File: src/rtl/bus_arbiter_seq.sv
// Serial shared-bus arbiter: picks one of 16 requesters (round-robin or fixed priority),
// then shifts a start bit plus a 76-bit frame out on bus_show, followed by an idle gap.
module bus_arbiter_seq #(
  parameter int GAP_CYCLES = 2
) (
  input  logic        clock,
  input  logic        reset,
  input  logic [15:0] req,
  input  logic [1:0]  mod,
  input  logic [63:0] tx_data,
  input  logic [3:0]  tx_addr,
  input  logic [3:0]  tx_crc,
  output logic [15:0] grant,
  output logic [3:0]  cur_sender,
  output logic        bus_show,
  output logic        busy,
  output logic        done
);

  typedef enum logic [2:0] {IDLE, LATCH, START, SHIFT, GAP} state_t;

  localparam logic [6:0] GAP_LAST = 7'(GAP_CYCLES - 1);

  state_t      state, next_state;
  logic [3:0]  ptr;
  logic [75:0] shreg;
  logic [6:0]  cnt;

  logic        rr_hit;
  logic [3:0]  rr_win, fp_win, win, idx;
  logic        arb_go;

  // Round-robin scans upward from ptr with natural 4-bit wrap; fixed priority takes lowest index.
  always_comb begin
    rr_hit = 1'b0;
    rr_win = ptr;
    idx    = '0;
    for (int i = 0; i < 16; i++) begin
      idx = ptr + 4'(i);
      if (!rr_hit && req[idx]) begin
        rr_hit = 1'b1;
        rr_win = idx;
      end
    end
    fp_win = '0;
    for (int i = 15; i >= 0; i--) begin
      if (req[i]) fp_win = 4'(i);
    end
  end

  assign arb_go = (state == IDLE) && ((mod == 2'd1) || (mod == 2'd2)) && (req != 16'h0);
  assign win    = (mod == 2'd1) ? rr_win : fp_win;

  always_ff @(posedge clock) begin
    if (reset) state <= IDLE;
    else       state <= next_state;
  end

  always_comb begin
    next_state = state;
    case (state)
      IDLE:    if (arb_go) next_state = LATCH;
      LATCH:   next_state = START;
      START:   next_state = SHIFT;
      SHIFT:   if (cnt == 7'd0) next_state = GAP;
      GAP:     if (cnt == 7'd0) next_state = IDLE;
      default: next_state = IDLE;
    endcase
  end

  // cnt is reused: bit index during SHIFT, remaining gap cycles during GAP.
  always_ff @(posedge clock) begin
    if (reset) begin
      ptr        <= '0;
      cur_sender <= '0;
      shreg      <= '0;
      cnt        <= '0;
    end else begin
      case (state)
        IDLE: begin
          if (arb_go) begin
            cur_sender <= win;
            if (mod == 2'd1) ptr <= win + 4'd1;
          end
        end
        LATCH: shreg <= {cur_sender, tx_addr, tx_data, tx_crc};
        START: cnt <= 7'd75;
        SHIFT: cnt <= (cnt == 7'd0) ? GAP_LAST : cnt - 7'd1;
        GAP:   if (cnt != 7'd0) cnt <= cnt - 7'd1;
        default: cnt <= '0;
      endcase
    end
  end

  always_comb begin
    grant    = '0;
    bus_show = 1'b0;
    busy     = (state != IDLE);
    done     = 1'b0;
    case (state)
      LATCH: grant = 16'(1) << cur_sender;
      START: begin
        grant    = 16'(1) << cur_sender;
        bus_show = 1'b1;
      end
      SHIFT: begin
        grant    = 16'(1) << cur_sender;
        bus_show = shreg[cnt];
      end
      GAP:     done = (cnt == GAP_LAST);
      default: ;
    endcase
  end

endmodule

File: config.mk
export PLATFORM = sky130hd
export DESIGN_NAME = bus_arbiter_seq
export DESIGN_NICKNAME = d
export VERILOG_FILES = /design/src/rtl/bus_arbiter_seq.sv
export SDC_FILE = /design/constraint.sdc
export NUM_CORES = 1
export LEC_CHECK = 0
export ABC_AREA = 0
export CAP_MARGIN = 25
export CORE_MARGIN = 2
export CORE_UTILIZATION = 59
export CTS_CLUSTER_SIZE = 28
export DETAILED_ROUTE_END_ITERATION = 6
export PLACE_DENSITY_LB_ADDON = 0.25
export SYNTH_ARGS = -nofsm -noshare
export SYNTH_HDL_FRONTEND = slang
export SYNTH_SLANG_ARGS = --single-unit
File: constraint.sdc
create_clock -name clock -period 8.9 [get_ports clock]
set_input_delay 1.78 -clock clock [delete_from_list [all_inputs] [get_ports clock]]
set_output_delay 1.78 -clock clock [all_outputs]
set_load 0.005 [all_outputs]
**Word-level counts from Yosys, hierarchy flattened**

Cells that the tools add are included.

- Register bits: 94
- Bits of input ports: 92
- Output and inout port bits: 23

- $add $sub $neg: 17
- Order comparisons: 17
- Equality and inequality tests: 11
- Shift-type cells: 1
- Multiplexer cells: 91
- Bitwise operators: 1
- Reductions and logical operators: 44

Operators by type and width:

| operator | count |
|---|---|
| 4-bit two-way mux | 32 |
| 4-bit by 5-bit < comparator with 1-bit output (second input constant) | 16 |
| 1-bit binary-select mux with 4-bit select | 16 |
| 1-bit two-way mux | 33 |
| 4-bit adder (second input constant) | 8 |
| 7-bit case mux with 4 select lines | 1 |
| 1-bit logical AND | 17 |
| 4-bit by 3-bit adder with 4-bit output (second input constant) | 4 |
| 16-bit two-way mux | 1 |
| 16-bit nonzero test | 1 |
| 1-bit by 4-bit << shifter with 16-bit output (first input constant) | 1 |
| 1-bit logical NOT | 15 |
| 3-bit case mux with 5 select lines | 1 |
| 7-bit two-way mux | 2 |
| 3-bit two-way mux | 3 |
| 4-bit by 1-bit adder with 4-bit output (second input constant) | 2 |
| 4-bit by 2-bit adder with 4-bit output (second input constant) | 2 |
| 7-bit by 8-bit < comparator with 1-bit output (second input constant) | 1 |
| 2-bit != test (second input constant) | 4 |
| 1-bit binary-select mux with 7-bit select | 1 |
| 7-bit by 1-bit equality test with 1-bit output (second input constant) | 1 |
| 7-bit logical NOT | 1 |
| 7-bit nonzero test | 1 |
| 7-bit by 1-bit subtractor with 7-bit output (second input constant) | 1 |
| 14 further kinds | 17 |

**Depth between registers and ports, before layout**

Gate-level depths: netlist of run 1.

- Depth in word-level cells: 50
- Depth in mapped cells: 18

**Worst setup path before layout of run 1**

OpenSTA, ideal clock, no wires.

- Path type: input-to-reg
- From: input port req[3]
- To: register ptr[2]
- Library setup time: 0.091 ns
- Arrival time: 5.005 ns
- Required time: 8.809 ns
- Setup slack: 3.804 ns
- Cell stages on the path: 12
- Path buffers: 1
- Path through: clkbuf_2 mux4_1 mux2_4 mux2i_4 nand3_4 or2_4 or3_4 or3_1 nand3_1 a31oi_2 or3_1 a311oi_1

- Word-level cells in the longest chain between the ends: 50

RTL lines:

| item | RTL line | text |
|---|---|---|
| start: declaration | 8 | `input logic [15:0] req,` |
| 1-bit binary-select mux with 4-bit select | 40 | `if (!rr_hit && req[idx]) begin` |
| 1-bit two-way mux (not written as such) | 40 |  |
| 1-bit two-way mux | 40 |  |
| 1-bit logical NOT | 40 |  |
| 1-bit logical AND | 40 |  |
| 1-bit two-way mux | 40 |  |
| 1-bit logical NOT | 40 |  |
| 1-bit logical AND | 40 |  |
| [... 34 more ...] | -- |  |
| 1-bit logical NOT | 40 |  |
| 1-bit logical AND | 40 |  |
| 1-bit two-way mux | 40 |  |
| 1-bit logical NOT | 40 |  |
| 1-bit logical AND | 40 |  |
| 4-bit two-way mux | 40 |  |
| 4-bit two-way mux | 52 | `assign win = (mod == 2'd1) ? rr_win : fp_win;` |
| 4-bit by 1-bit adder with 4-bit output | 83 | `if (mod == 2'd1) ptr <= win + 4'd1;` |
| end signal: assignment | 83 |  |
| end: declaration | 25 | `logic [3:0] ptr;` |

Parallel ways exist; a longest one is shown, timed or not. The select of a mux whose other input is x is not followed.
A chain may end at the register's enable or synchronous reset.

**Worst setup path in the final report of run 1**

- From: input port req[5]
- To: register ptr[2]

The elaborated chain is that of the path after synthesis.

==> results, run 1 <==
- The run finished with clean final reports.
- The part of the power in registers is 30.4%.
- By startpoint and endpoint, the worst setup path is classified as input pin to flop.
- After clock tree synthesis, the flow added hold-fix buffers numbering 0.
- The layer flagged by global routing as most heavily used is met2.
- The layout cell share with drive strength beyond 1 is 11.3%.
- Buffers placed on the I/O ports in this run total 114.
- Entering global routing, the biggest net connects 93 pins.
- The slack of the worst reg-to-reg path is 3.18 ns.
- The critical register-to-register path endpoint is ptr[2].
- The netlist area before placement is 6900 µm².
- The number of setup buffers added after CTS is 0.
- The register bit count reported by yosys is 94.
- During synthesis, Yosys emitted a total of 0 warnings.
- The post-route minimum period is 5.81 ns.
- In this run the worst setup path begins at req[5].
- The transition time at the pin with the least slew margin is 1.03 ns.
- The worst hold path startpoint is shreg[47].
- The dominant synthesized flop cell is sky130_fd_sc_hd__dfxtp_1.
- The worst-case vdd ir drop is 0.267 mV.
- The depth of the CTS H-tree is 3.
- The launching element type of the critical path is an input pin.
- The share of the Yosys chip area taken by registers is 27.3%.
- The design internal power is 1.20 mW.
- The number of enable-type register cells in the synthesized netlist is 0.
- Adding up every negative setup slack in the final design gives 0 ns.
- The leakage power total is 2.89 nW.
- The DRC violation count after routing is 0.
- The worst-case reg-to-reg path depth is 14.
- Static timing analysis puts the maximum clock frequency at 0.172 GHz.
- For the worst-skew pair, the clock arrives at the later sink with an insertion delay of 0.34 ns.
- The initial utilization of the core area, before any placement, comes to 60.4%.
- In this run the standard cell core region covers 11,400 µm².
- Clock tree synthesis found a total of 94 sinks.
- Counting the buffers created by CTS gives 9.
- The clock network accounts for 17.2% of the total power.
- The number of antenna violations at the first check in global routing is 0.
- The die is 112 µm wide.
- The max-slew violation total from the final report was 0.
- The library cell occupying the most area in the post-synthesis netlist is sky130_fd_sc_hd__dfxtp_1.
- The global-route track usage on met3 is 6.37%.
- The setup-violating endpoint count in the final report is 0.
- Between clock sinks in the finished design, the worst skew comes to 0.00470 ns.
- The peak fanout along the critical path is 9.
- After legalization and detailed placement, the total HPWL measured 15,100 µm.
- The via count is 6,878.
- Pin placement for this block handled 115 I/O pins.
- Synthesis produced a netlist whose cell count is 833.
- Sorting the synthesized cells by area gives the leading types as sky130_fd_sc_hd__dfxtp_1 27%, sky130_fd_sc_hd__mux4_2 14%, sky130_fd_sc_hd__nand2_1 10%.
- A synthesized cell averages 8.28 µm².
- Dividing total power by cell area gives a power density of 257 nW/µm².
- The tree is rooted in a sky130_fd_sc_hd__clkbuf_16.
- Setup repair after global routing left no endpoint under its margin.
- The total overflow left after global routing is 0.
- After detailed routing, the number of vias per cell comes to 6.53.
- The number of cells in the finished layout apart from fillers is 1,054.
- In this run switching power makes up 43.6% of total power.
- The number of placed instances with taps included is 1,039.
- For this run, the slowest stage of the critical path takes 0.60 ns.
- The congestion estimate from routability-driven global placement came to 0.913.
- The met2 capacity usage during global routing is 53.7%.
- The layout overhead on the synthesized area is 20.2%.
- The post-cts repair resize count is 0.
- Walking the worst path, the cells encountered are clkdlybuf4s50_1, mux4_2, mux2_2, mux2i_1, nand3b_1, nor4_2, nand4_1, o211ai_1, xnor2_1, a22oi_1, or3_1, a311oi_1.
- The via count of the first global-routing pass is 6,462.
- After clock tree synthesis, the clock-pin slew on the worst setup and hold paths is 0.06 ns.
- The TritonCTS clock tree is built.
- The floorplan step set the die height to 112 µm.
- The die area is 12,600 µm².
- The number of nets handed over by synthesis was 936.
- The number of diodes is 0.
- Global routing used 32.8% of the available tracks across all layers.
- The distinct cell type count of the synthesized netlist is 83.
- The worst endpoint required time is 9.14 ns.
- In the final routed layout, each cell accounts on average for 19.8 µm.
- The start of the worst register-to-register path is ptr[1].
- The count of final hold-check violations is 0.
- The capturing element of the worst setup path is ptr[2].
- The first global-routing pass estimated 33,300 µm of wire.
- The number of nets with antenna violations after routing is 0.
- The worst pin sits at a relative slew slack of 31.2%.
- The buffer levels on the longest clock path is 2.
- The critical path data arrival time is 6.05 ns.
- The net count of the finished layout is 1,012.
- The highest-delay cell along the critical path is sky130_fd_sc_hd__mux4_2.
- The fraction of met1 tracks used by global routing is 45.7%.
- STA classifies the critical path endpoint as a flop.
- The worst hold path class is flop to flop.
- The switching power of the nets is 0.929 mW.
- Fill cells in the final layout number 870.
- The part of the cycle the worst path needs is 65.3%.
- The synthesized design devotes to its leading area cell type 27.3% of total area.
- Row generation in the floorplan step produced 39 rows.
- Before antenna repair, the detailed router went through 7 iterations.
- The proportion of register bits with asynchronous set or reset after synthesis is 0%.
- The logic gate share of total power is 52.4%.
- The max-capacitance violation count is 0.
- The total wirelength of the detailed-routed design is 20,800 µm.
- The starting DRC count in detailed routing is 881.
-- sequential cells by signal, indices dropped and copies added, names as in the netlist --
signal	flops
ptr	4
state	3
shreg	76
cnt	7
cur_sender	4
-- worst min-delay path by stage --
stage / end / slack, ns / depth (start not counted)
final: shreg[47] / 0.46 / 2
after global routing: shreg[31] / 0.47 / 2
after CTS: shreg[31] / 0.46 / 2
after detailed placement: shreg[31] / 0.45 / 2
after global placement: shreg[26] / 0.44 / 2
after floorplan: shreg[10] / 0.43 / 2
-- metal layers --
layer,wire (µm),up-vias
met2,10100,386
met3,1840,23
met1,8710,3299
met5,0,-
met4,210,0
li1,-,3170
-- Yosys cell counts (7+ instances only) --
library cell	n
sky130_fd_sc_hd__a211oi_1	7
sky130_fd_sc_hd__a21oi_1	100
sky130_fd_sc_hd__a22oi_1	10
sky130_fd_sc_hd__and3_1	9
sky130_fd_sc_hd__buf_2	9
sky130_fd_sc_hd__clkbuf_1	36
sky130_fd_sc_hd__dfxtp_1	94
sky130_fd_sc_hd__ha_1	11
sky130_fd_sc_hd__inv_1	13
sky130_fd_sc_hd__mux2_2	11
sky130_fd_sc_hd__mux2i_1	24
sky130_fd_sc_hd__mux4_2	42
sky130_fd_sc_hd__nand2_1	189
sky130_fd_sc_hd__nand2b_1	9
sky130_fd_sc_hd__nand3_1	17
sky130_fd_sc_hd__nor2_1	67
sky130_fd_sc_hd__nor2b_1	7
sky130_fd_sc_hd__nor3_1	19
sky130_fd_sc_hd__o21ai_0	14
sky130_fd_sc_hd__o31ai_1	7
sky130_fd_sc_hd__xnor2_1	7
sky130_fd_sc_hd__xor2_1	10
-- kinds of logic (layout without fill, tap and decap cells) --
group                      Yosys count  in the layout  synth area share, %
and+or+nand+nor                    357            357                 23.6
AOI/OAI and AO/OA                  193            193                 17.8
DFF                                 94             94                 27.3
muxes                               87             87                 22.3
buffers and inverters               74            152                 4.93
xor gates and xnor gates            17             17                 2.16
adders and majority gates           11             11                 1.99
-- power by group through the flow --
stage,registers [mW],clock network (mW),logic [mW]
2_1_floorplan,0.571,0,0.848
3_3_place_gp,0.649,0,1.04
3_5_place_dp,0.661,0,1.06
4_1_cts,0.653,0.369,1.07
5_1_grt,0.664,0.385,1.20
6_report,0.647,0.365,1.12
-- metrics by stage --
stage	power, mW	area, µm²	utilization [%]	setup WS [ns]	hold slack [ns]
2_1_floorplan	1.42	6900	-	3.80	0.433
3_3_place_gp	1.69	8000	70.0	3.02	0.438
3_5_place_dp	1.72	8000	70.0	2.90	0.447
4_1_cts	2.09	8270	72.5	3.24	0.455
5_1_grt	2.25	8300	72.6	2.84	0.472
6_report	2.13	8300	72.6	3.09	0.458
-- cell usage in the layout (no fill, tap or decap), types with 6 or more instances in the layout --
| cell | n |
|---|---|
| sky130_fd_sc_hd__a211oi_1 | 7 |
| sky130_fd_sc_hd__a21oi_1 | 100 |
| sky130_fd_sc_hd__a22oi_1 | 10 |
| sky130_fd_sc_hd__a311oi_1 | 6 |
| sky130_fd_sc_hd__and3_1 | 9 |
| sky130_fd_sc_hd__buf_4 | 8 |
| sky130_fd_sc_hd__clkbuf_16 | 9 |
| sky130_fd_sc_hd__clkdlybuf4s50_1 | 113 |
| sky130_fd_sc_hd__dfxtp_1 | 93 |
| sky130_fd_sc_hd__ha_1 | 11 |
| sky130_fd_sc_hd__inv_1 | 13 |
| sky130_fd_sc_hd__mux2_2 | 11 |
| sky130_fd_sc_hd__mux2i_1 | 24 |
| sky130_fd_sc_hd__mux4_2 | 42 |
| sky130_fd_sc_hd__nand2_1 | 188 |
| sky130_fd_sc_hd__nand2b_1 | 9 |
| sky130_fd_sc_hd__nand3_1 | 17 |
| sky130_fd_sc_hd__nor2_1 | 67 |
| sky130_fd_sc_hd__nor2b_1 | 7 |
| sky130_fd_sc_hd__nor3_1 | 19 |
| sky130_fd_sc_hd__nor4_1 | 6 |
| sky130_fd_sc_hd__o211ai_1 | 6 |
| sky130_fd_sc_hd__o21ai_0 | 14 |
| sky130_fd_sc_hd__o31ai_1 | 7 |
| sky130_fd_sc_hd__or3_1 | 6 |
| sky130_fd_sc_hd__xnor2_1 | 7 |
| sky130_fd_sc_hd__xor2_1 | 10 |
-- worst max-delay path: cells and delay by family --
family          cells  cell delay (ns)
simple gates        4             1.51
buf+inv             1             0.56
compound gates      3             0.67
mux                 3             1.35
xor+xnor            1             0.18
-- final cells by class --
type	count	area, µm²	area share [%]
Clock buffer	9	225	2.71
Inverter	15	56.3	0.679
Tap cell	143	179	2.16
Timing Repair Buffer	124	1220	14.7
Multi-Input combinational cell	665	4680	56.4
Sequential cell	94	1880	22.7
Clock inverter	4	51.3	0.618
Power figures use the tool's default switching activity.
==> inputs of run 2 (changes only) <==
--- a/config.mk
+++ b/config.mk
@@ -8,7 +8,7 @@
 export ABC_AREA = 0
 export CAP_MARGIN = 25
 export CORE_MARGIN = 2
-export CORE_UTILIZATION = 59
+export CORE_UTILIZATION = 55
 export CTS_CLUSTER_SIZE = 28
 export DETAILED_ROUTE_END_ITERATION = 6
 export PLACE_DENSITY_LB_ADDON = 0.25
==> constraint.sdc (replaced) <==
create_clock -name clock -period 5.45 [get_ports clock]
set_input_delay 1.09 -clock clock [delete_from_list [all_inputs] [get_ports clock]]
set_output_delay 1.09 -clock clock [all_outputs]
set_load 0.005 [all_outputs]
==> results, run 2 (synthesis results as in run 1) <==
- The clock-pin slew of the registers on the worst-case setup and hold paths is 0.07 ns (was 0.06 ns).
- The worst-case reg-to-reg path depth is 13 (was 14).
- The global-route congestion overflow total is 0 (unchanged).
- The core outline area was 12,100 µm² (was 11,400 µm²).
- Largest registers: shreg (76), cnt (7) (unchanged).
- The transition time at the pin with the least slew margin was 0.931 ns (was 1.03 ns).
- The die area is 13,500 µm² (was 12,600 µm²).
- The number of port buffers is 114 (unchanged).
- The critical path class is input pin to flop (unchanged).
- The buffer levels on the longest clock path is 2 (unchanged).
- The critical path buffer and inverter count is 1 (unchanged).
- The flip-flop count of the largest register after layout is 76 (unchanged).
- The critical register-to-register path endpoint is ptr[3] (was ptr[2]).
- The most frequent standard cell in the layout excluding fill and tap cells is sky130_fd_sc_hd__nand2_1 (unchanged).
- The slack of the worst reg-to-reg path is 0.73 ns (was 3.18 ns).
- The cell type group with the largest total delay on the critical path is multiplexers (was simple AND/OR/NAND/NOR gates).
- The final routed wire length divided by cell count is 18.7 µm (was 19.8 µm).
- The layout cell share with drive strength beyond 1 is 12.9% (was 11.3%).
- The upper clock frequency limit is 0.205 GHz.
- The launching element type of the critical path is an input pin (unchanged).
- Unrepaired setup endpoints after global routing: false (unchanged).
- The highest-delay cell along the critical path is sky130_fd_sc_hd__mux4_1 (was sky130_fd_sc_hd__mux4_2).
- The count of fill cells added during filler insertion came to 995 (was 870).
- The number of hold buffers added after CTS is 0 (unchanged).
- Commonest cells after routing, fill and taps aside: 188 x sky130_fd_sc_hd__nand2_1, 113 x sky130_fd_sc_hd__clkdlybuf4s50_1, 100 x sky130_fd_sc_hd__a21oi_1 (unchanged).
- The maximum cell stage delay along the critical path is 0.66 ns (was 0.60 ns).
- The uppermost layer routed is met4 (unchanged).
- The setup-violating endpoint count in the final report is 0 (unchanged).
- The placed wire-length estimate after detailed placement is 15,100 µm (about the same).
- The total power density per cell area is 417 nW/µm² (was 257 nW/µm²).
- Outcome: complete, no violations (unchanged).
- The number of vias per cell after detailed routing is 6.23 (was 6.53).
- The number of setup buffers added after CTS came to 0 (unchanged).
- The number of sinks driven by the clock tree was 94 (unchanged).
- The area taken by multi-input logic gates is 4680 µm² (unchanged).
- The number of top-level design ports is 115 (unchanged).
- The number of diodes is 0 (unchanged).
- The register with the highest flop count was shreg (unchanged).
- The post-cts repair resize count is 0 (unchanged).
- The part of the cycle the worst path needs is 89.7%.
- The post-route minimum period is 4.89 ns.
- The starting DRC count in detailed routing was 631 (was 881).
- The initial cell density of the core was 57.0% (was 60.4%).
- The area taken by flip-flops and latches is 1880 µm² (unchanged).
- The chip width is 116 µm (was 112 µm).
- The worst hold-check slack is 0.454 ns (was 0.458 ns).
- The floorplan die height is 116 µm (was 112 µm).
- The total power is 3.53 mW (was 2.13 mW).
- The total length of routed met2 wires is 9300 µm (was 10,100 µm).
- The count of final hold-check violations is 0 (unchanged).
- The met3 wire length came to 1930 µm (was 1840 µm).
- The max-slew headroom at the worst pin came to 37.3% (was 31.2%).
- The hold path endpoint is shreg[4] (was shreg[47]).
- The worst-case vdd ir drop is 0.273 mV (was 0.267 mV).
- The peak fanout along the critical path is 9 (unchanged).
- Worst path cell trace: clkdlybuf4s50_1, mux4_1, mux2_2, mux2i_4, nand3_4, nor3_1, o211ai_1, a22oi_1, nand3_1, a31oi_2, a311oi_1, a2111oi_2 (was clkdlybuf4s50_1, mux4_2, mux2_2, mux2i_1, nand3b_1, nor4_2, nand4_1, o211ai_1, xnor2_1, a22oi_1, or3_1, a311oi_1).
- The depth of the CTS H-tree came to 3 (unchanged).
- The setup TNS is 0 ns (unchanged).
- The first-pass GRT wire length was 32,500 µm (was 33,300 µm).
- The post-route met1 wirelength is 9040 µm (was 8710 µm).
- The critical path data arrival time came to 5.13 ns (was 6.05 ns).
- The final net count came to 1,026 (was 1,012).
- The via count is 6,824 (was 6,878).
- The number of antenna violations at the first check in global routing is 1 (was 0).
- The weighted congestion at the end of routability-driven global placement is 0.961 (was 0.913).
- The clock insertion delay at the later pin of the skew report is 0.34 ns (about the same).
- The number of cell rows is 40 (was 39).
- The TritonCTS clock tree is built (unchanged).
- The count of cells along the worst hold path is 2 (unchanged).
- The pin count of the biggest net entering global routing is 77 (was 93).
- The layout overhead on the synthesized area is 22.7% (was 20.2%).
- The via count of the first global-routing pass is 6,341 (was 6,462).
- The post-layout worst setup margin came to 0.562 ns (was 3.09 ns).
- The kind of end point of the critical path is a flop (unchanged).
- The number of nets with antenna violations after routing is 0 (unchanged).
- The length of the first detailed-routing pass in iterations is 5 (was 7).
- The max-slew violation total from the final report is 0 (unchanged).
- The total wirelength of the detailed-routed design is 20,500 µm (was 20,800 µm).
- The worst endpoint required time came to 5.69 ns (was 9.14 ns).
- The worst hold path startpoint is shreg[4] (was shreg[47]).
- The worst clock skew on the final layout is 0.00730 ns (was 0.00470 ns).
- The overall routing resource usage is 31.0% (was 32.8%).
- The leakage power total was 2.98 nW (was 2.89 nW).
- The max-capacitance violation count is 0 (unchanged).
- The start of the worst register-to-register path is ptr[1] (unchanged).
- The number of buffers created by CTS is 9 (unchanged).
- The placement-stage worst setup slack is 0.287 ns (was 2.90 ns).
- The cell chosen for the clock root is sky130_fd_sc_hd__clkbuf_16 (unchanged).
- The DRC violation count after routing is 0 (unchanged).
- The worst hold path class is flop to flop (unchanged).
-- run 2: cell count changes in the layout (fill, tap and decap cells not counted), sizes merged --
| cell | change |
|---|---|
| inv | +1 |
| clkbuf | -1 |
| buf | +15 |
| clkinv | +2 |
| bufinv | +1 |
| clkinvlp | -1 |
-- run 2: report_power, final --
group	internal, mW	total [mW]	switching (mW)
sequential	0.852	1.04	0.190
clock	0.403	0.674	0.270
combinational	0.778	1.82	1.04
total	2.03	3.53	1.50
-- run 2: worst max-delay path by stage --
stage,start,endpoint,slack [ns],cells past startpoint
6_report,req[12],ptr[3],0.56,12
5_1_grt,req[15],ptr[3],0.34,12
4_1_cts,req[15],ptr[2],0.63,12
3_5_place_dp,req[15],ptr[3],0.29,12
3_3_place_gp,req[3],ptr[2],0.35,12
2_1_floorplan,ptr[1],ptr[2],0.46,17
-- run 2: worst register-to-register path, cell delays in order (launching register included) --
cell and delay, ns:
sky130_fd_sc_hd__dfxtp_1 0.33, sky130_fd_sc_hd__inv_1 0.16, sky130_fd_sc_hd__ha_1 0.56, sky130_fd_sc_hd__mux4_1 0.73, sky130_fd_sc_hd__mux2_2 0.35, sky130_fd_sc_hd__mux2i_4 0.29, sky130_fd_sc_hd__nand3_4 0.18, sky130_fd_sc_hd__nor3_1 0.63
sky130_fd_sc_hd__o211ai_1 0.23, sky130_fd_sc_hd__a22oi_1 0.26, sky130_fd_sc_hd__nand3_1 0.16, sky130_fd_sc_hd__a31oi_2 0.31, sky130_fd_sc_hd__a311oi_1 0.15, sky130_fd_sc_hd__a2111oi_2 0.29
-- run 2: layout make-up --
| type | count | area share, % |
|---|---|---|
| Multi-Input combinational cell | 665 | 55.3 |
| Sequential cell | 94 | 22.2 |
| Timing Repair Buffer | 138 | 15.5 |
| Clock buffer | 9 | 2.66 |
| Tap cell | 168 | 2.48 |
| Clock inverter | 7 | 1.14 |
| Inverter | 15 | 0.665 |
-- run 2: metal layers --
metal  track usage [%]  vias up
li1                  -     3199
met3              7.06       21
met2              48.1      340
met5                 0        -
met1              44.3     3264
met4              7.30        0
-- run 2: metrics by stage --
step	std cells	instance area (µm²)	utilization (%)
floorplan	833	6900	-
global placement	1079	8140	67.2
detailed placement	1079	8140	67.2
CTS	1095	8460	69.9
global route	1096	8470	69.9
finish	1096	8470	69.9
